===== src/rtl/dram_arb_pkg.sv =====
// Shared types for the 4-core DRAM arbiter: FSM states, requester ids and
// the external-loader id.
package dram_arb_pkg;

    typedef enum logic [1:0] {
        IDLE,
        ISSUE,
        WAIT,
        RESP
    } arb_state_t;

    // Cores are ids 0-3; the external loader is id 4.
    typedef logic [2:0] req_id_t;

    localparam req_id_t    EXT_ID        = 3'd4;
    localparam logic [1:0] LAST_CORE_RST = 2'd3;

    // One-hot core vector for a requester id; the external id maps to no core.
    function automatic logic [3:0] core_onehot(input req_id_t id);
        core_onehot = id[2] ? 4'b0000 : (4'b0001 << id[1:0]);
    endfunction

endpackage


===== src/rtl/rr_sel_4.sv =====
// Combinational 4-way round-robin selector: the search starts just after
// `last`, and the first active request in that order wins.
module rr_sel_4 (
    input  logic [3:0] req,
    input  logic [1:0] last,
    output logic [3:0] gnt,
    output logic [1:0] idx
);

    logic [1:0] cand;

    // NOTE: every always_comb output gets a default before any conditional
    // assignment, so no path leaves a value unassigned and no latch is inferred.
    always_comb begin
        gnt  = 4'b0000;
        idx  = 2'd0;
        cand = 2'd0;
        // Walk from lowest to highest priority; the nearest requester after
        // `last` is visited last and overwrites any earlier candidate.
        for (int off = 4; off >= 1; off--) begin
            cand = last + 2'(off);
            if (req[cand]) begin
                gnt = 4'b0001 << cand;
                idx = cand;
            end
        end
    end

endmodule


===== src/rtl/dram_arbiter_4.sv =====
// Four-core round-robin DRAM arbiter with one access in flight at a time.
// Define ARB_EXT_PORT_EN to add an external loader port with fixed top priority.
module dram_arbiter_4
    import dram_arb_pkg::*;
#(
    parameter int DATA_W    = 16,
    parameter int ADDR_W    = 9,
    parameter int NUM_CORES = 4
) (
    input  logic                        clock,
    input  logic                        reset,
    input  logic [NUM_CORES-1:0]        core_req,
    input  logic [NUM_CORES-1:0]        core_we,
    input  logic [NUM_CORES*ADDR_W-1:0] core_addr,
    input  logic [NUM_CORES*DATA_W-1:0] core_wdata,
    output logic [NUM_CORES-1:0]        core_gnt,
    output logic [NUM_CORES-1:0]        core_rvalid,
    output logic [DATA_W-1:0]           rdata,
`ifdef ARB_EXT_PORT_EN
    input  logic                        ext_req,
    input  logic                        ext_we,
    input  logic [ADDR_W-1:0]           ext_addr,
    input  logic [DATA_W-1:0]           ext_wdata,
    output logic                        ext_gnt,
    output logic                        ext_rvalid,
`endif
    output logic [ADDR_W-1:0]           mem_addr,
    output logic [DATA_W-1:0]           mem_wdata,
    output logic                        mem_we,
    output logic                        mem_re,
    input  logic [DATA_W-1:0]           mem_rdata
);

    arb_state_t        state, state_nxt;
    req_id_t           win_id, sel_id;
    logic              win_we, sel_we;
    logic [ADDR_W-1:0] win_addr, sel_addr;
    logic [DATA_W-1:0] win_wdata, sel_wdata;
    logic [1:0]        last_core;
    logic [3:0]        rr_gnt;
    logic [1:0]        rr_idx;
    logic              ext_pend;
    logic              take;

    rr_sel_4 u_rr_sel (
        .req  (core_req),
        .last (last_core),
        .gnt  (rr_gnt),
        .idx  (rr_idx)
    );

`ifdef ARB_EXT_PORT_EN
    assign ext_pend = ext_req;
`else
    assign ext_pend = 1'b0;
`endif

    // Winner candidate: the round-robin core, overridden by the external loader.
    always_comb begin
        sel_id    = {1'b0, rr_idx};
        sel_we    = core_we[rr_idx];
        sel_addr  = core_addr[int'(rr_idx)*ADDR_W +: ADDR_W];
        sel_wdata = core_wdata[int'(rr_idx)*DATA_W +: DATA_W];
`ifdef ARB_EXT_PORT_EN
        if (ext_req) begin
            sel_id    = EXT_ID;
            sel_we    = ext_we;
            sel_addr  = ext_addr;
            sel_wdata = ext_wdata;
        end
`endif
    end

    always_comb begin
        state_nxt = state;
        case (state)
            IDLE:    if (ext_pend || (|rr_gnt)) state_nxt = ISSUE;
            ISSUE:   state_nxt = win_we ? IDLE : WAIT;
            WAIT:    state_nxt = RESP;
            RESP:    state_nxt = IDLE;
            default: state_nxt = IDLE;
        endcase
    end

    assign take = (state == IDLE) && (state_nxt == ISSUE);

    // NOTE: registers use non-blocking assignments so every flop samples the
    // pre-edge values of the others, independent of statement order.
    always_ff @(posedge clock) begin
        if (reset) begin
            state     <= IDLE;
            last_core <= LAST_CORE_RST;
            win_id    <= '0;
            win_we    <= 1'b0;
            win_addr  <= '0;
            win_wdata <= '0;
            rdata     <= '0;
        end else begin
            state <= state_nxt;
            if (take) begin
                win_id    <= sel_id;
                win_we    <= sel_we;
                win_addr  <= sel_addr;
                win_wdata <= sel_wdata;
                // The external loader never moves the core rotation.
                if (!sel_id[2]) last_core <= rr_idx;
            end
            if (state == WAIT) rdata <= mem_rdata;
        end
    end

    // The winner registers only change on a new arbitration, so the command
    // bus naturally holds its last values outside ISSUE.
    assign mem_addr    = win_addr;
    assign mem_wdata   = win_wdata;
    assign mem_we      = (state == ISSUE) && win_we;
    assign mem_re      = (state == ISSUE) && !win_we;
    assign core_gnt    = (state == ISSUE) ? core_onehot(win_id) : '0;
    assign core_rvalid = (state == RESP)  ? core_onehot(win_id) : '0;

`ifdef ARB_EXT_PORT_EN
    assign ext_gnt    = (state == ISSUE) && (win_id == EXT_ID);
    assign ext_rvalid = (state == RESP)  && (win_id == EXT_ID);
`endif

endmodule


===== config.mk =====
export PLATFORM = sky130hd
export DESIGN_NAME = dram_arbiter_4
export DESIGN_NICKNAME = d
export VERILOG_FILES = /design/src/rtl/dram_arb_pkg.sv /design/src/rtl/rr_sel_4.sv /design/src/rtl/dram_arbiter_4.sv
export SDC_FILE = /design/constraint.sdc
export NUM_CORES = 1
export LEC_CHECK = 0
export CORE_MARGIN = 10
export CORE_UTILIZATION = 39
export CTS_CLUSTER_SIZE = 10
export DETAILED_ROUTE_END_ITERATION = 7
export HOLD_SLACK_MARGIN = 0.15
export MAX_ROUTING_LAYER = met4
export PLACE_DENSITY = 0.91
export SYNTH_ARGS = -nofsm -noshare
export SYNTH_HDL_FRONTEND = slang
export SYNTH_SLANG_ARGS = --single-unit

===== constraint.sdc =====
create_clock -name clock -period 8.35 [get_ports clock]
set_input_delay 2.505 -clock clock [delete_from_list [all_inputs] [get_ports clock]]
set_output_delay 2.505 -clock clock [all_outputs]
set_load 0.01 [all_outputs]

; ---- Word level (Yosys, flattened, before mapping)
; Index checks and enable logic that the tools add are counted.
[word_totals]
regBits = 48
[classes]
n_addsub = 3
mul = 1
n_lt_le_gt_ge = 5
eq_ne = 4
shifts = 7
n_mux = 23
n_reduce_logical = 6
[op_table]
columns = op, count
row1 = indexed part select 64 x 7 -> 16 bit, 1
row2 = indexed part select 36 x 7 -> 9 bit, 1
row3 = two-way mux 4 bit, 6
row4 = << shifter 1 x 2 -> 4 bit (first input constant), 5
row5 = < comparator 2 x 3 -> 1 bit (second input constant), 5
row6 = two-way mux 2 bit, 6
row7 = binary-select mux 1 bit (select 2 bit), 5
row8 = one-hot mux 2 bit (4 select lines), 1
row9 = multiplier 2 x 4 -> 6 bit (second input constant), 1
row10 = two-way mux 1 bit, 5
row11 = adder 2 bit (second input constant), 2
row12 = equality test 2 x 1 -> 1 bit (second input constant), 2
row13 = equality test 2 bit (second input constant), 2
row14 = OR reduction 4 bit, 1
row15 = logical AND 1 bit, 3
row16 = adder 2 x 1 -> 2 bit (second input constant), 1
row17 = logical NOT 2 bit, 1
row18 = logical NOT 1 bit, 1

; ---- Logic depth before layout (Yosys ltp)
; Gate-level depths: netlist of run 1.
[depth]
depth_word = 11
ltp_mapped = 12

; ---- Cells and area by module
; A second synthesis of run 1 with hierarchy kept.
[hier_totals]
cells_unflattened = 324
area_unflattened_um2 = 3016.6
[by_module_without_submodules]
columns = module, n_inst, cells_each, area_per_inst_um2, seq_area_each_um2
row1 = dram_arbiter_4, 1, 262, 2493.6, 960.9
row2 = rr_sel_4, 1, 62, 523.0, 0.0

; ---- Least setup slack after synthesis of run 1
; OpenSTA, ideal clock, no wires.
[synth_timing]
path_kind = input port to flip-flop
start = in core_req[3]
end = reg win_addr[0] (netlist: mem_addr[0])
setup_ps = 117
arrival_ps = 4303
setup_slack_ps = 3930
cell_stages = 7
n_path_buf = 3
cell_sequence = buf_6 > mux4_2 > o32a_1 > buf_6 > buf_8 > mux4_2 > a22o_1
[synth_between]
elab_chain_cells = 11
elab_cells_between_ends = 23
classes_between = mul: 1 / eq/ne: 1 / shift: 1 / mux: 18 / reduce/logical: 2
[synth_lines]
columns = element, line_no
row1 = "start, declared", dram_arbiter_4.sv:12  ; input logic [NUM_CORES-1:0] core_req,
row2 = branches (longest 11 deep; another with multiplier 2 x 4 -> 6 bit), n/a
row3 = "end signal, assigned", dram_arbiter_4.sv:103  ; win_addr <= sel_addr;
row4 = "end, declared", dram_arbiter_4.sv:37  ; logic [ADDR_W-1:0] win_addr, sel_addr;
; Parallel ways; which one is timed is not known. The select of a mux whose other input is x is not followed.
; A chain may end at the register's enable or synchronous reset.

; ---- Worst setup path after layout of run 1
[layout_timing]
start = in core_req[3]
end = reg win_addr[7] (netlist: mem_addr[7])
; The elaborated chain is that of the path after synthesis.

==> results of run 1 <==
[worst min-delay path, delay by kind of cell (launching register included)]
kind / cells / cell delay (ps)
AO/OA/AOI/OAI: 1 / 50
flip-flops: 1 / 320
AND/OR/NAND/NOR: 1 / 50
[Yosys cell counts (all sizes together), types with 5 or more instances]
master | instances | area [µm²]
inv | 5 | 18.77
nor2b | 5 | 31.28
nor2 | 15 | 56.30
ha | 6 | 75.07
nand2b | 8 | 50.05
mux2i | 7 | 70.07
clkbuf | 9 | 33.78
dfxtp | 48 | 960.9
a21oi | 18 | 90.09
buf | 12 | 97.59
nand2 | 37 | 138.9
mux4 | 28 | 660.6
a22o | 26 | 227.7
[state kept, by name (all words and copies together) (netlist names)]
register and count:
last_core 2, mem_addr 9, win_id 2, state 2, mem_wdata 16, rdata 16
win_we 1
[placed cells by master, fill, tap and decap left out, types with 7 or more instances in the layout]
cell type and instances:
a22o_1 26, a21oi_1 18, mux4_1 8, nor2_1 15
clkdlybuf4s50_1 176, mux2i_1 7, mux4_2 20, clkbuf_8 7
dfxtp_1 48, nand2_1 37, nand2b_1 8
[area by class of cell]
class                           instances  area (µm²)  area share [%]
Clock inverter                          1       30.03          0.6547
Sequential cell                        48       960.9           20.95
Clock buffer                            7       96.34           2.100
Inverter                                5       18.77          0.4092
Timing Repair Buffer                  178        1777           38.73
Multi-Input combinational cell        177        1604           34.97
Tap cell                               80       100.1           2.182
[worst max path at each step]
stage                              to  slack [ps]  depth (start not counted)        start
after floorplan           mem_addr[0]        3930                          7  core_req[3]
after global placement    mem_addr[7]        2880                          7  core_req[3]
after detailed placement  mem_addr[7]        2760                          7  core_req[3]
after CTS                 mem_addr[7]        3070                          7  core_req[3]
after global routing      mem_addr[7]        2880                          7  core_req[3]
final                     mem_addr[7]        3070                          7  core_req[3]
[per-stage QoR]
stage	util (%)	power, mW	hold slack, ps	instance area, µm²	worst slack, ps
2_1_floorplan	-	1.057	473.1	2703	3930
3_3_place_gp	66.02	1.190	441.9	4461	2876
3_5_place_dp	66.02	1.225	446.3	4461	2757
4_1_cts	67.89	1.406	459.0	4587	3068
5_1_grt	67.89	1.484	478.8	4587	2878
6_report	67.89	1.389	458.3	4587	3067
[cells by family (layout without fill, tap and decap cells)]
logic type	count (synthesis)	in the layout
simple gates	80	80
flops	48	48
buf+inv	26	191
mux	35	35
compound gates	56	56
fa+ha+maj	6	6
[power by group through the flow]
stage	clock network, mW	registers [mW]	logic, mW
after global routing	0.192	0.368	0.923
after floorplan	0	0.423	0.634
after CTS	0.185	0.357	0.864
after detailed placement	0	0.361	0.863
final	0.180	0.357	0.852
after global placement	0	0.357	0.834
[layer usage]
| layer | up-vias | GRT usage [%] | part of all wire (%) |
|---|---|---|---|
| met5 | - | - | 0 |
| met4 | 0 | 5.455 | 2.0 |
| met3 | 14 | 7.176 | 10 |
| met2 | 131 | 30.96 | 51 |
| met1 | 1235 | 18.97 | 37 |
| li1 | 1273 | - | - |
==> out/results.tsv, run 1 <==
metric	value	unit
outcome	completed	
power.share.switching	36.82	%
numCtsBuffers	5	
coreArea	6756	µm²
dp_hpwl	8.063	mm
powerDensity	302.9	nW/µm²
post_cts_buffers	0	
path_class	input port to flop	
first_pass_iters	4	
place_inst	488	
drv_cap	0	
setup-tns-final	0	ps
initial_core_util	40.00	%
synth.avg_cell_area	10.77	µm²
die-area	10660	µm²
area_delta_synth_final	69.72	%
syn_area	2703	µm²
drt_iter0_markers	95	
synth-edff-count	0	
grt-ovfl-total	0	
peakVddDrop	155.4	µV
syn_inst	251	
setup_viol	0	
p_comb_share	61.4	%
arrival	5470	ps
antenna_found_initial	0	
finalNonFillerCells	496	
async_flop_share	0	%
die_w	103.2	µm
r2r_setup_slack	4590	ps
grt_pass1_vias	2917	
synth-compound-area-share	15.14	%
die_height	103.2	µm
cp.required	8540	ps
synth_top_family_by_area	multiplexers	
tritoncts	done	
yosys-mux-area-fraction	27.04	%
ys_ff_latch	48	
cts_root_buffer	clkbuf_8	
ant_nets	0	
slew_violations	0	
post-route-drc-count	0	
r2r_cells	8	
yosys.area_share.simple	13.94	%
grt_first_pass_wirelength	14.54	mm
nNetsFinal	547	
max_freq	0.1893	GHz
ctsHoldBuffers	0	
seqPwrFrac	25.7	%
cts_buffer_depth	2	
placement_rows	30	
path_buf_inv	1	
yosys.area_share.adder	2.778	%
rsz0062_at_grt	false	
finalCritPeriodShare	63.27	%
fin_skew	7.117	ps
diodes	0	
clock_latency	290	ps
finalHoldViolCount	0	
drive_gt1_share	8.173	%
hp-start	rdata[15]	
io_pins	177	
critPathMostFrequentCell	a311oi_1	
worst_hold_path_type	flop to flop	
power_frac_clock	13.0	%
holdPathStages	2	
synth_nets	383	
grt_start_max_net_pins	29	
synth_xor_area_share	0	%
cts_sinks	48	
via_count	2653	
min_to	rdata[15]	
path_cells	clkdlybuf4s50_1 -> nor2b_1 -> a311oi_1 -> a311oi_1 -> o32a_2 -> mux4_1 -> a22o_1	
slowest_delay	780	ps
grt_usage	18.14	%
p_switching	0.5116	mW
p_int	0.8779	mW
io_buffers	176	
reg2reg_from	last_core[0]	
cp_slowest_cell	o32a_2	
max_slew_margin	24.76	%
routed_wl	9.776	mm
power_leakage	1.724	nW
clkTransAtPathRegs	90	ps
ys_dominant_reg_cell	dfxtp_1	
vias_per_cell	5.349	
period_minus_slack	5283	ps
ys_warn_count	0	
routedWlPerCell	19.71	µm
crit_family	compound AO/OA/AOI/OAI gates	
gp_congestion	0.9058	
fill_cells	535	
cts_resized	0	
timing.rr.end	mem_addr[7]	
ys_types	34	
critPathCaptureType	flop	
worstPathMaxFanout	28	
htreeDepth	2	
synth_seq_area_share	35.56	%
tightest_slew	1124	ps
start_kind	input port	
Note: power is estimated with default switching activity, not from simulation.
==> run 2, diff against run 1 <==
--- a/config.mk
+++ b/config.mk
@@ -6,12 +6,12 @@
 export NUM_CORES = 1
 export LEC_CHECK = 0
 export CORE_MARGIN = 10
-export CORE_UTILIZATION = 39
+export CORE_UTILIZATION = 36
 export CTS_CLUSTER_SIZE = 10
 export DETAILED_ROUTE_END_ITERATION = 7
 export HOLD_SLACK_MARGIN = 0.15
 export MAX_ROUTING_LAYER = met4
-export PLACE_DENSITY = 0.91
+export PLACE_DENSITY = 0.85
 export SYNTH_ARGS = -nofsm -noshare
 export SYNTH_HDL_FRONTEND = slang
 export SYNTH_SLANG_ARGS = --single-unit
==> constraint.sdc (replaced) <==
create_clock -name clock -period 5.5 [get_ports clock]
set_input_delay 1.65 -clock clock [delete_from_list [all_inputs] [get_ports clock]]
set_output_delay 1.65 -clock clock [all_outputs]
set_load 0.01 [all_outputs]
==> run 2 against run 1 <==
Compared with the run above: combinational power increased by 53%; sequential power increased by 52%; clock power increased by 19%; clock skew decreased by 1.9 ps; via count increased by 0.87%; critical path depth increased by 1; count of clock-buffer cells in the layout unchanged; total power increased by 48%; sequential share of layout area about the same; register-to-register slack got worse by 2800 ps; non-clock buffer count increased by 2; worst setup slack got worse by 2000 ps; largest cell class unchanged.
==> out/results.tsv, run 2 (same netlist as run 1, synthesis figures left out) <==
metric	value	unit
outcome	completed	
first_pass_iters	4	
io_buffers	176	
tightest_slew	1209	ps
period_minus_slack	4390	ps
dp_hpwl	8.212	mm
drt_iter0_markers	175	
die_height	106.6	µm
utilization	62.99	%
worst_hold_path_type	flop to flop	
multi_input_area	1604	µm²
path_buf_inv	2	
cts_sinks	48	
critPathCaptureType	flop	
slowest_delay	650	ps
ctsHoldBuffers	0	
pre_cts_slack	794.9	ps
rsz0062_at_grt	false	
clock_latency	290	ps
post-route-drc-count	0	
maxUsedRoutingLayer	met4	
crit_family	compound AO/OA/AOI/OAI gates	
fin_skew	5.225	ps
start_kind	input port	
p_int	1.287	mW
post_cts_buffers	0	
finalHoldViolCount	0	
drive_gt1_share	8.373	%
grt_pass1_vias	2995	
max_slew_margin	19.21	%
powerDensity	448.7	nW/µm²
grt_first_pass_wirelength	15.17	mm
cts_buffer_depth	2	
routed_wl	9.817	mm
die-area	11370	µm²
slew_violations	0	
grt_usage	17.05	%
area_delta_synth_final	69.95	%
m1WireLength	3.690	mm
worstPathMaxFanout	22	
arrival	4580	ps
setup_ws	1110	ps
final_cell_mix	176 x clkdlybuf4s50_1, 48 x dfxtp_1, 37 x nand2_1	
critPathMostFrequentCell	a311oi_1	
layout_commonest_cell	clkdlybuf4s50_1	
finalCritPeriodShare	79.82	%
via_count	2676	
htreeDepth	2	
routedWlPerCell	18.99	µm
grt_start_max_net_pins	27	
tritoncts	done	
coreArea	7292	µm²
power_frac_clock	10.4	%
ant_nets	0	
met3WireLength	916	µm
io_pins	177	
seqCellArea	960.9	µm²
path_cells	clkdlybuf4s50_1 -> nor2b_1 -> a311oi_1 -> a311oi_1 -> o32a_2 -> buf_4 -> mux4_2 -> a22o_1	
clkTransAtPathRegs	80	ps
path_class	input port to flop	
cts_root_buffer	clkbuf_8	
diodes	0	
gp_congestion	0.8412	
placement_rows	31	
met2WireLength	5.023	mm
drv_cap	0	
holdWs	456.8	ps
cp.required	5690	ps
nNetsFinal	549	
max_freq	0.2278	GHz
p_switching	0.7735	mW
power_leakage	1.714	nW
initial_core_util	37.06	%
numCtsBuffers	5	
peakVddDrop	183.1	µV
setup_viol	0	
totalPowerFinal	2.061	mW
cp_slowest_cell	o32a_2	
antenna_found_initial	0	
cts_resized	0	
setup-tns-final	0	ps
die_w	106.6	µm
grt-ovfl-total	0	
fill_cells	603	
p_comb_share	63.3	%
seqPwrFrac	26.4	%
power.share.switching	37.54	%
vias_per_cell	5.176	
[run 2: cell types whose count changed in the layout (fill, tap and decap cells not counted), sizes merged]
cell	delta
buf	+2
bufinv	-1
clkinvlp	+1
[run 2: final cells by class]
type | instances | area share, %
multi-input combinational | 177 | 34.92
timing repair buffer | 180 | 39.01
clock inverter | 1 | 0.1634
sequential | 48 | 20.92
clock buffer | 7 | 1.880
inverter | 5 | 0.4086
tap | 99 | 2.697
[run 2: worst reg2reg max path: cells and delay by family, from the launching register on]
kind,cells,cell delay [ps]
AOI/OAI and AO/OA,4,1220
muxes,1,500
buffers and inverters,2,470
DFF,1,760
adders and majority gates,1,460
and+or+nand+nor,1,230
[run 2: worst paths after layout]
check,from,to,slack [ps],cells after the start
setup reg to reg,last_core[0],mem_addr[1],1750,9
setup / recovery,core_req[3],mem_addr[1],1110,8
hold reg to reg,rdata[0],rdata[0],460,2
hold / removal,rdata[0],rdata[0],460,2
[run 2: per-layer routing]
layer  global-route usage, %  vias to the layer above
met5                       -                        -
met4                   4.739                        0
met3                   6.707                       11
met2                   30.42                      141
met1                   16.88                     1246
li1                        -                     1278
[run 2: power by group through the flow]
stage	combinational (mW)	clock [mW]	sequential, mW
2_1_floorplan	0.962	0	0.642
3_3_place_gp	1.28	0	0.543
3_5_place_dp	1.32	0	0.549
4_1_cts	1.32	0.220	0.543
5_1_grt	1.42	0.237	0.560
6_report	1.30	0.214	0.543
[run 2: per-stage QoR]
stage | cells | area [µm²]
floorplan | 251 | 2703
global placement | 509 | 4499
detailed placement | 509 | 4499
CTS | 517 | 4593
global route | 517 | 4593
finish | 517 | 4593
==> run 3, diff against run 2 <==
==> constraint.sdc (replaced) <==
create_clock -name clock -period 4.49 [get_ports clock]
set_input_delay 1.347 -clock clock [delete_from_list [all_inputs] [get_ports clock]]
set_output_delay 1.347 -clock clock [all_outputs]
set_load 0.01 [all_outputs]
==> run 3 against run 2 <==
Compared with the run above: hold slack worse by 1.8 ps; cell count up 0.19%; register-to-register slack worse by 670 ps; die area did not move; combinational power increased by 26%; sequential cell count stayed put; count of clock-buffer cells in the layout decreased by 2; highest routed layer unchanged; critical endpoint is now mem_addr[7].
==> out/results.tsv, run 3 (same netlist as run 1, synthesis figures left out) <==
metric	value	unit
outcome	completed	
drt_iter0_markers	124	
io_pins	177	
clkTransAtPathRegs	80	ps
grt-ovfl-total	0	
finalHoldViolCount	0	
rsz0062_at_grt	false	
cp_slowest_cell	clkdlybuf4s50_1	
nNetsFinal	552	
drv_cap	0	
holdWs	455.1	ps
final_cell_mix	176 x clkdlybuf4s50_1, 48 x dfxtp_1, 37 x nand2_1	
routedWlPerCell	18.83	µm
ant_nets	0	
utilization	63.54	%
post-route-drc-count	0	
finalCritPeriodShare	83.53	%
cp.depth	8	
pre_cts_slack	435.0	ps
worstPathMaxFanout	16	
path_buf_inv	2	
start_kind	input port	
drive_gt1_share	8.831	%
cts_resized	0	
die-area	11370	µm²
worst_hold_path_type	flop to flop	
via_count	2688	
period_minus_slack	3751	ps
dp_hpwl	8.362	mm
peakVddDrop	271.3	µV
placement_rows	31	
setup_viol	0	
holdPathStages	2	
p_switching	0.9334	mW
tightest_slew	1133	ps
grt_start_max_net_pins	25	
p_comb_share	63.3	%
fin_skew	11.28	ps
setup_ws	739.4	ps
gp_congestion	0.8512	
clock_latency	290	ps
crit_family	compound AO/OA/AOI/OAI gates	
path_cells	clkdlybuf4s50_1 -> nor3b_1 -> o32ai_1 -> a311oi_1 -> o32a_2 -> buf_12 -> mux4_1 -> a22o_1	
cts_buffer_depth	2	
diodes	0	
max_freq	0.2666	GHz
coreArea	7292	µm²
tritoncts	done	
routed_wl	9.754	mm
initial_core_util	37.06	%
slowest_delay	650	ps
power_frac_clock	11.2	%
path_class	input port to flop	
critPathCaptureType	flop	
grt_usage	16.82	%
setup-tns-final	0	ps
power_leakage	1.740	nW
ctsHoldBuffers	0	
fill_cells	603	
cts_root_buffer	clkbuf_8	
cts_sinks	48	
arrival	3930	ps
die_height	106.6	µm
htreeDepth	2	
layout_commonest_cell	clkdlybuf4s50_1	
seqPwrFrac	25.6	%
p_int	1.659	mW
totalPowerFinal	2.593	mW
cp.required	4670	ps
io_buffers	176	
grt_first_pass_wirelength	15.14	mm
numCtsBuffers	5	
max_slew_margin	24.31	%
grt_pass1_vias	2984	
slew_violations	0	
antenna_found_initial	0	
post_cts_buffers	0	
power.share.switching	36.00	%
r2r_cells	9	
vias_per_cell	5.189	
first_pass_iters	4	
powerDensity	559.6	nW/µm²
die_w	106.6	µm
area_delta_synth_final	71.44	%
## run 3: worst paths after layout
| kind | start | end | slack, ps |
|---|---|---|---|
| setup / recovery | core_req[3] | mem_addr[7] | 740 |
| hold / removal | rdata[2] | rdata[2] | 460 |
| setup reg to reg | last_core[0] | mem_addr[7] | 1080 |
| hold reg to reg | rdata[2] | rdata[2] | 460 |
## run 3: area by class of cell
class                           count  area, µm²  share of cell area, %
Inverter                            5      18.77                 0.4051
Timing Repair Buffer              183       1827                  39.43
Tap cell                           99      123.9                  2.674
Clock inverter                      1      30.03                 0.6481
Clock buffer                        5      68.82                  1.485
Sequential cell                    48      960.9                  20.74
Multi-Input combinational cell    177       1604                  34.62
## run 3: metal layers
| metal | routed length, µm | global-route usage, % | vias up |
|---|---|---|---|
| met5 | 0 | - | - |
| met4 | 215 | 5.319 | 0 |
| met3 | 1005 | 7.066 | 12 |
| met2 | 4996 | 29.24 | 143 |
| met1 | 3537 | 16.79 | 1253 |
| li1 | - | - | 1280 |
## run 3: worst reg2reg max path, delay by kind of cell (launching register included)
family / cells / cell delay (ps)
AO/OA/AOI/OAI: 4 / 900
adder cells (fa/ha/maj): 1 / 470
buffers and inverters: 2 / 370
flip-flops: 1 / 740
multiplexers: 1 / 560
AND/OR/NAND/NOR: 1 / 260
## run 3: power groups by stage
stage          Sequential (mW)  Combinational, mW  Clock (mW)
2_1_floorplan            0.787               1.18           0
3_3_place_gp             0.667               1.62           0
3_5_place_dp             0.673               1.66           0
4_1_cts                  0.664               1.67       0.301
5_1_grt                  0.688               1.78       0.317
6_report                 0.663               1.64       0.290
## run 3: per-stage QoR
step                      instances  area, µm²
after global routing            518       4633
after CTS                       518       4633
after detailed placement        512       4534
after global placement          512       4534
after floorplan                 251       2703
final                           518       4633
